### src/rtl/pipe_ctrl_pkg.sv
// ============================================================================
// Module      : pipe_ctrl_pkg
// Description : Shared widths, register constants and FSM encodings for the
//               pipeline control unit.
// Revision    : 1.0 - initial release
// ============================================================================
`default_nettype none

package pipe_ctrl_pkg;

    localparam int REG_ADDR   = 5;
    localparam int INST_ADDR  = 32;
    localparam int PIPE_CNT_W = 4;

    localparam logic [REG_ADDR-1:0] ZERO_REG = '0;

    localparam logic [0:0] PIPE_ST_IDLE = 1'b0;
    localparam logic [0:0] PIPE_ST_MUL  = 1'b1;

    typedef logic [REG_ADDR-1:0]  reg_addr_t;
    typedef logic [INST_ADDR-1:0] inst_addr_t;

    // x0 is hard-wired, so a write to it can never feed a later read.
    function automatic logic reg_match(input reg_addr_t wr_addr, input reg_addr_t rd_addr);
        return (wr_addr != ZERO_REG) && (wr_addr == rd_addr);
    endfunction

endpackage

`default_nettype wire

### src/rtl/pipe_ctrl_if.sv
// ============================================================================
// Module      : pipe_ctrl_if
// Description : Hazard inputs and stall/flush/redirect outputs between the
//               pipeline datapath (master) and the control unit (slave).
// Revision    : 1.0 - initial release
// ============================================================================
`default_nettype none

interface pipe_ctrl_if;
    import pipe_ctrl_pkg::*;

    reg_addr_t  id_reg1_r_addr_i;
    reg_addr_t  id_reg2_r_addr_i;
    logic       ex_mem_r_ena_i;
    reg_addr_t  ex_reg_w_addr_i;
    logic       ex_jump_ena_i;
    inst_addr_t ex_jump_addr_i;
    logic       ex_mul_req_i;

    logic       hold_pc_o;
    logic       hold_if_id_o;
    logic       hold_id_ex_o;
    logic       flush_if_id_o;
    logic       flush_id_ex_o;
    logic       flush_ex_mem_o;
    logic       jump_ena_o;
    inst_addr_t jump_addr_o;
    logic       mul_busy_o;
    logic       mul_done_o;

    modport master (
        output id_reg1_r_addr_i, id_reg2_r_addr_i, ex_mem_r_ena_i, ex_reg_w_addr_i,
               ex_jump_ena_i, ex_jump_addr_i, ex_mul_req_i,
        input  hold_pc_o, hold_if_id_o, hold_id_ex_o, flush_if_id_o, flush_id_ex_o,
               flush_ex_mem_o, jump_ena_o, jump_addr_o, mul_busy_o, mul_done_o
    );

    modport slave (
        input  id_reg1_r_addr_i, id_reg2_r_addr_i, ex_mem_r_ena_i, ex_reg_w_addr_i,
               ex_jump_ena_i, ex_jump_addr_i, ex_mul_req_i,
        output hold_pc_o, hold_if_id_o, hold_id_ex_o, flush_if_id_o, flush_id_ex_o,
               flush_ex_mem_o, jump_ena_o, jump_addr_o, mul_busy_o, mul_done_o
    );

endinterface

`default_nettype wire

### src/rtl/pipe_ctrl_load_use_det.sv
// ============================================================================
// Module      : load_use_det
// Description : Flags a load in EX whose destination is read by the
//               instruction currently in decode.
// Revision    : 1.0 - initial release
// ============================================================================
`default_nettype none

module load_use_det
    import pipe_ctrl_pkg::*;
(
    input  wire reg_addr_t i_reg1_r_addr,
    input  wire reg_addr_t i_reg2_r_addr,
    input  wire logic      i_ex_mem_r_ena,
    input  wire reg_addr_t i_ex_reg_w_addr,
    output logic           o_hazard
);

    assign o_hazard = i_ex_mem_r_ena &&
                      (reg_match(i_ex_reg_w_addr, i_reg1_r_addr) ||
                       reg_match(i_ex_reg_w_addr, i_reg2_r_addr));

endmodule

`default_nettype wire

### src/rtl/pipe_ctrl.sv
// ============================================================================
// Module      : pipe_ctrl
// Description : Stall/bubble/flush sequencing for the 5-stage RV32IM pipe.
//               PIPE_CTRL_MUL_MULTICYCLE_EN enables the multi-cycle MUL FSM.
// Revision    : 1.0 - initial release
// ============================================================================
`default_nettype none

module pipe_ctrl
    import pipe_ctrl_pkg::*;
#(
    parameter int MUL_LAT = 4
)(
    input  wire logic   clk,
    input  wire logic   rst_n,
    pipe_ctrl_if.slave  bus
);

    logic       w_load_use;
    logic       w_hold_pc;
    logic       w_hold_if_id;
    logic       w_hold_id_ex;
    logic       w_flush_if_id;
    logic       w_flush_id_ex;
    logic       w_flush_ex_mem;
    logic       w_jump_ena;
    inst_addr_t w_jump_addr;
    logic       w_mul_busy;
    logic       w_mul_done;

    load_use_det u_load_use_det (
        .i_reg1_r_addr   (bus.id_reg1_r_addr_i),
        .i_reg2_r_addr   (bus.id_reg2_r_addr_i),
        .i_ex_mem_r_ena  (bus.ex_mem_r_ena_i),
        .i_ex_reg_w_addr (bus.ex_reg_w_addr_i),
        .o_hazard        (w_load_use)
    );

`ifdef PIPE_CTRL_MUL_MULTICYCLE_EN
    // First cycle of the multiply is spent in IDLE, so the counter covers the rest minus the result cycle.
    localparam logic [PIPE_CNT_W-1:0] C_CNT_INIT =
        (MUL_LAT >= 2) ? PIPE_CNT_W'(MUL_LAT - 2) : '0;

    logic [0:0]            r_state;
    logic [0:0]            w_state_nxt;
    logic [PIPE_CNT_W-1:0] r_cnt;
    logic [PIPE_CNT_W-1:0] w_cnt_nxt;

    always_ff @(posedge clk or negedge rst_n) begin
        if (!rst_n) begin
            r_state <= PIPE_ST_IDLE;
            r_cnt   <= '0;
        end else begin
            r_state <= w_state_nxt;
            r_cnt   <= w_cnt_nxt;
        end
    end
`else
    logic w_unused_cfg;
    assign w_unused_cfg = clk ^ (MUL_LAT == 0);
`endif

    always_comb begin
        w_hold_pc      = 1'b0;
        w_hold_if_id   = 1'b0;
        w_hold_id_ex   = 1'b0;
        w_flush_if_id  = 1'b0;
        w_flush_id_ex  = 1'b0;
        w_flush_ex_mem = 1'b0;
        w_jump_ena     = 1'b0;
        w_jump_addr    = '0;
        w_mul_busy     = 1'b0;
        w_mul_done     = 1'b0;
`ifdef PIPE_CTRL_MUL_MULTICYCLE_EN
        w_state_nxt    = r_state;
        w_cnt_nxt      = r_cnt;
`endif
        // Outputs are gated by rst_n so the pipe sees no control while in reset.
        if (rst_n) begin
`ifdef PIPE_CTRL_MUL_MULTICYCLE_EN
            if (r_state == PIPE_ST_MUL) begin
                // EX is frozen on the multiply, so a jump seen now is stale and ignored.
                w_mul_busy = 1'b1;
                if (r_cnt != '0) begin
                    w_hold_pc      = 1'b1;
                    w_hold_if_id   = 1'b1;
                    w_hold_id_ex   = 1'b1;
                    w_flush_ex_mem = 1'b1;
                    w_cnt_nxt      = r_cnt - 1'b1;
                end else begin
                    w_mul_done  = 1'b1;
                    w_state_nxt = PIPE_ST_IDLE;
                end
            end else
`endif
            if (bus.ex_jump_ena_i) begin
                w_jump_ena    = 1'b1;
                w_jump_addr   = bus.ex_jump_addr_i;
                w_flush_if_id = 1'b1;
                w_flush_id_ex = 1'b1;
            end
`ifdef PIPE_CTRL_MUL_MULTICYCLE_EN
            else if (bus.ex_mul_req_i) begin
                if (MUL_LAT == 1) begin
                    w_mul_done = 1'b1;
                end else begin
                    w_hold_pc      = 1'b1;
                    w_hold_if_id   = 1'b1;
                    w_hold_id_ex   = 1'b1;
                    w_flush_ex_mem = 1'b1;
                    w_state_nxt    = PIPE_ST_MUL;
                    w_cnt_nxt      = C_CNT_INIT;
                end
            end
`endif
            else if (w_load_use) begin
                w_hold_pc     = 1'b1;
                w_hold_if_id  = 1'b1;
                w_flush_id_ex = 1'b1;
            end
`ifndef PIPE_CTRL_MUL_MULTICYCLE_EN
            w_mul_done = bus.ex_mul_req_i;
`endif
        end
    end

    assign bus.hold_pc_o      = w_hold_pc;
    assign bus.hold_if_id_o   = w_hold_if_id;
    assign bus.hold_id_ex_o   = w_hold_id_ex;
    assign bus.flush_if_id_o  = w_flush_if_id;
    assign bus.flush_id_ex_o  = w_flush_id_ex;
    assign bus.flush_ex_mem_o = w_flush_ex_mem;
    assign bus.jump_ena_o     = w_jump_ena;
    assign bus.jump_addr_o    = w_jump_addr;
    assign bus.mul_busy_o     = w_mul_busy;
    assign bus.mul_done_o     = w_mul_done;

endmodule

`default_nettype wire

### src/flat_wrapper.sv
// flat-port wrapper written by rule: the top's interface ports become plain ports
module pipe_ctrl_flat import pipe_ctrl_pkg::*;
#(
    parameter int MUL_LAT = 4
)
  (clk, rst_n, bus_id_reg1_r_addr_i, bus_id_reg2_r_addr_i, bus_ex_mem_r_ena_i, bus_ex_reg_w_addr_i, bus_ex_jump_ena_i, bus_ex_jump_addr_i, bus_ex_mul_req_i, bus_hold_pc_o, bus_hold_if_id_o, bus_hold_id_ex_o, bus_flush_if_id_o, bus_flush_id_ex_o, bus_flush_ex_mem_o, bus_jump_ena_o, bus_jump_addr_o, bus_mul_busy_o, bus_mul_done_o);
  pipe_ctrl_if bus_i ();
  input  wire logic clk;
  input  wire logic rst_n;
  input wire logic [$bits(bus_i.id_reg1_r_addr_i)-1:0] bus_id_reg1_r_addr_i;
  input wire logic [$bits(bus_i.id_reg2_r_addr_i)-1:0] bus_id_reg2_r_addr_i;
  input wire logic [$bits(bus_i.ex_mem_r_ena_i)-1:0] bus_ex_mem_r_ena_i;
  input wire logic [$bits(bus_i.ex_reg_w_addr_i)-1:0] bus_ex_reg_w_addr_i;
  input wire logic [$bits(bus_i.ex_jump_ena_i)-1:0] bus_ex_jump_ena_i;
  input wire logic [$bits(bus_i.ex_jump_addr_i)-1:0] bus_ex_jump_addr_i;
  input wire logic [$bits(bus_i.ex_mul_req_i)-1:0] bus_ex_mul_req_i;
  output wire logic [$bits(bus_i.hold_pc_o)-1:0] bus_hold_pc_o;
  output wire logic [$bits(bus_i.hold_if_id_o)-1:0] bus_hold_if_id_o;
  output wire logic [$bits(bus_i.hold_id_ex_o)-1:0] bus_hold_id_ex_o;
  output wire logic [$bits(bus_i.flush_if_id_o)-1:0] bus_flush_if_id_o;
  output wire logic [$bits(bus_i.flush_id_ex_o)-1:0] bus_flush_id_ex_o;
  output wire logic [$bits(bus_i.flush_ex_mem_o)-1:0] bus_flush_ex_mem_o;
  output wire logic [$bits(bus_i.jump_ena_o)-1:0] bus_jump_ena_o;
  output wire logic [$bits(bus_i.jump_addr_o)-1:0] bus_jump_addr_o;
  output wire logic [$bits(bus_i.mul_busy_o)-1:0] bus_mul_busy_o;
  output wire logic [$bits(bus_i.mul_done_o)-1:0] bus_mul_done_o;
  assign bus_i.id_reg1_r_addr_i = bus_id_reg1_r_addr_i;
  assign bus_i.id_reg2_r_addr_i = bus_id_reg2_r_addr_i;
  assign bus_i.ex_mem_r_ena_i = bus_ex_mem_r_ena_i;
  assign bus_i.ex_reg_w_addr_i = bus_ex_reg_w_addr_i;
  assign bus_i.ex_jump_ena_i = bus_ex_jump_ena_i;
  assign bus_i.ex_jump_addr_i = bus_ex_jump_addr_i;
  assign bus_i.ex_mul_req_i = bus_ex_mul_req_i;
  assign bus_hold_pc_o = bus_i.hold_pc_o;
  assign bus_hold_if_id_o = bus_i.hold_if_id_o;
  assign bus_hold_id_ex_o = bus_i.hold_id_ex_o;
  assign bus_flush_if_id_o = bus_i.flush_if_id_o;
  assign bus_flush_id_ex_o = bus_i.flush_id_ex_o;
  assign bus_flush_ex_mem_o = bus_i.flush_ex_mem_o;
  assign bus_jump_ena_o = bus_i.jump_ena_o;
  assign bus_jump_addr_o = bus_i.jump_addr_o;
  assign bus_mul_busy_o = bus_i.mul_busy_o;
  assign bus_mul_done_o = bus_i.mul_done_o;
  pipe_ctrl #(.MUL_LAT(MUL_LAT)) u_core (.clk(clk), .rst_n(rst_n), .bus(bus_i));
endmodule
### config.mk
export PLATFORM = sky130hd
export DESIGN_NAME = pipe_ctrl_flat
export DESIGN_NICKNAME = d
export VERILOG_FILES = /design/src/rtl/pipe_ctrl_pkg.sv /design/src/rtl/pipe_ctrl_if.sv /design/src/rtl/pipe_ctrl_load_use_det.sv /design/src/rtl/pipe_ctrl.sv /design/src/flat_wrapper.sv
export SDC_FILE = /design/constraint.sdc
export NUM_CORES = 1
export LEC_CHECK = 0
export ABC_AREA = 1
export CAP_MARGIN = 20
export CELL_PAD_IN_SITES_DETAIL_PLACEMENT = 0
export CELL_PAD_IN_SITES_GLOBAL_PLACEMENT = 2
export CORE_MARGIN = 4
export CORE_UTILIZATION = 10
export DETAILED_ROUTE_END_ITERATION = 10
export PLACE_DENSITY_LB_ADDON = 0.1
export REMOVE_ABC_BUFFERS = 1
export SYNTH_ARGS = -nofsm -noshare
export SYNTH_HDL_FRONTEND = slang
export SYNTH_SLANG_ARGS = --single-unit
export TNS_END_PERCENT = 30
### constraint.sdc
create_clock -name vclk -period 1
set_input_delay 0.1 -clock vclk [all_inputs]
set_output_delay 0.1 -clock vclk [all_outputs]
set_load 0.05 [all_outputs]
==> metrics list <==
- Result of the run: finished with violations
- The checks that failed: negative setup slack.
- Highest metal layer used by the detailed router: met4
- Counting both buffers and inverters, the worst setup path holds a total of 4.
* Number of remaining DRC errors: 0
- The multi-input combinational cells in the finished layout cover a total of 564.3 um2.
- DRT antenna net count: 0
* Critical path data arrival time: 0.98 ns
* Final setup viols: 3
- Once detailed placement completed, the half-perimeter wirelength came to 2.540 mm.
* Number of global-route vias before repair: 1001
* Syn Inst Count: 130
- Based on the critical path, the design can be clocked at up to 0.9260 GHz.
- STA puts the critical path data required time at 0.90 ns.
- Final setup margin: -0.07992 ns
- Count of non-filler cells in the finished layout: 292
- Switching pwr: 529.1 uW
- During placement, the flow inserted port buffers numbering 89.
- CP max FO: 4
- Count of standard-cell rows: 26
- Yosys cell types: 12
- Worst slack on hold paths: 0.5555 ns
- In this run the worst hold path is classified as in2out.
- Seq_cells: 0
- From synthesis to final layout, the design area changed by 327.5%.
* Final critical path time including I/O delays and setup: 1.080 ns
* Sequential-to-total area share from yosys stat: 0
- The first global-routing pass estimated 4.616 mm of wire.
- IR analysis of the VDD net gives a maximum drop of 0.0002009 V.
- Die height: 80.92 um
* Wire length on met2: 1.862 mm
- Total gr overflow: 0
- The first TritonRoute pass finished after 3 iterations.
* Type of origin of the critical path: input port
- The worst setup path is of the in2out kind.
* Final worst-path cycle share: 1.080
* Die Outline Area: 6548 um2
- Fraction of layout instances using a drive strength above 1: 0.5450
- In this run the mean area of a mapped cell was 4.090 um2.
* Number of synthesis warnings: 0
* Register share of total power: 0
- Max-Cap Viols: 0
- Worst-path cell chain: buf_8 > buf_4 > nor3_4 > nand3_1 > nand3_1 > inv_1 > nand2_2 > nand2_2 > buf_12
* Switching share of power: 0.4959
- For this configuration, the core starts out at a cell density of 0.1035.
- Syn Std Cell Area: 531.8 um2
- Number of pins exceeding their max-slew limit in the final report: 0
- The worst setup path is captured at an output port.
* Clk pwr share: 0
- The floorplan step defined a core boundary enclosing 5140 um2.
- The congestion estimate from routability-driven global placement came to 0.7615.
- Detailed Route Iter0 Violations: 5
* Maximum number of pins on one net before global-route repair: 18
- Average detailed-routed wire length per instance: 11.32 um
* Routed wl met3: 264 um
- Number of hold violations in the final report: 0
* Post-place setup slack: -0.6143 ns
- Static leakage: 0.001119 uW
* Unrepaired setup endpoints after global routing: true
* Filler instances: 527
* Initial antenna violation count: 0
- Sum of routed wire length over all layers: 3.305 mm
- In this design, the stage delay of the slowest critical-path cell is 0.15 ns.
- The net count of the finished layout is 276.
- Most common cell after layout, fill and taps aside: buf_12
* I/O pin count: 93
- CP max-delay cell: buf_12
* Detailed-route vias per instance: 3.555
- Ant diodes: 0
- Leading cell types in the layout, fill and taps excluded: 39 x buf_12, 37 x inv_1, 28 x clkdlybuf4s50_1, 24 x nor2_4, 19 x nand2_1
* Logic pwr share: 1.000
- Top cell family by delay on the critical path: simple AND/OR/NAND/NOR gates
- The die is 80.92 um wide.
- GRT Overall Usage: 0.08757
- The number of placed instances, taps included, is 288.
- Total area of sequential cells: 0 um2
* Number of vias after detailed routing: 1038
- After detailed routing, the wire length on met1 is 1.161 mm.
- The clock buffers instantiated in the layout total 0.
- Power density relative to cell area: 469.4 nW/um2
* Int Pwr: 537.9 uW
Yosys cell counts:
cell type | instances | area (um2)
buf_2 | 3 | 15.01
buf_4 | 5 | 37.54
conb_1 | 1 | 3.750
inv_1 | 47 | 176.4
inv_2 | 1 | 3.750
nand2_1 | 28 | 105.1
nand2_2 | 1 | 6.260
nand3_1 | 4 | 20.02
nor2_1 | 36 | 135.1
nor2_2 | 1 | 6.260
nor3_1 | 1 | 5.000
xnor2_1 | 2 | 17.52
layer usage:
| layer | vias to the layer above | track usage |
|---|---|---|
| met1 | 461 | 0.1001 |
| li1 | 526 | - |
| met5 | - | 0 |
| met3 | 2 | 0.01109 |
| met2 | 49 | 0.1773 |
| met4 | 0 | 0.005068 |
worst min-delay path: stages:
cell            delay [ns]
dlymetal6s2s_1        0.12
inv_1                 0.06
nor2_2                0.04
buf_12                0.14
power groups by stage:
stage | registers, uW | clock network, uW | logic, uW
after floorplan | 0 | 0 | 362
after global placement | 0 | 0 | 897
after detailed placement | 0 | 0 | 901
after CTS | 0 | 0 | 1020
after global routing | 0 | 0 | 1120
final | 0 | 0 | 1070
logic make-up after synthesis:
group,count (synthesis),synth area share
xor+xnor,2,0.03295
other cells,1,0.007052
simple gates,71,0.5224
buf+inv,56,0.4376
layout make-up:
type / count / area share
repair buffers: 98 / 0.6302
multi-input cells: 76 / 0.2482
well taps: 70 / 0.03853
inverters: 48 / 0.08310
timing repair:
| action | in CTS | in global routing |
|---|---|---|
| cloned | 2 | 2 |
| hold buffers | 0 | 0 |
| setup buffers | 0 | 0 |
| endpoints found under the setup margin | 38 | 33 |
| resized for setup | 142 | 33 |
| pin swaps | 24 | 46 |
metrics by stage:
stage          setup TNS, ns  instance area (um2)    util  total power (uW)
3_3_place_gp          -13.41                 1896  0.3688             896.7
3_5_place_dp          -14.50                 1896  0.3688             900.8
2_1_floorplan         -15.84                486.7       -             362.1
4_1_cts              -0.6451                 2136  0.4155              1015
5_1_grt              -0.4741                 2273  0.4423              1121
6_report             -0.1981                 2273  0.4423              1067
final timing paths:
path                                    from  cells past startpoint  slack (ns)                  end
worst max-delay path  bus_ex_reg_w_addr_i[3]                      9       -0.08    bus_flush_id_ex_o
worst min-delay path  bus_ex_jump_addr_i[10]                      4        0.56  bus_jump_addr_o[10]
Note: power is estimated with default switching activity, not from simulation.
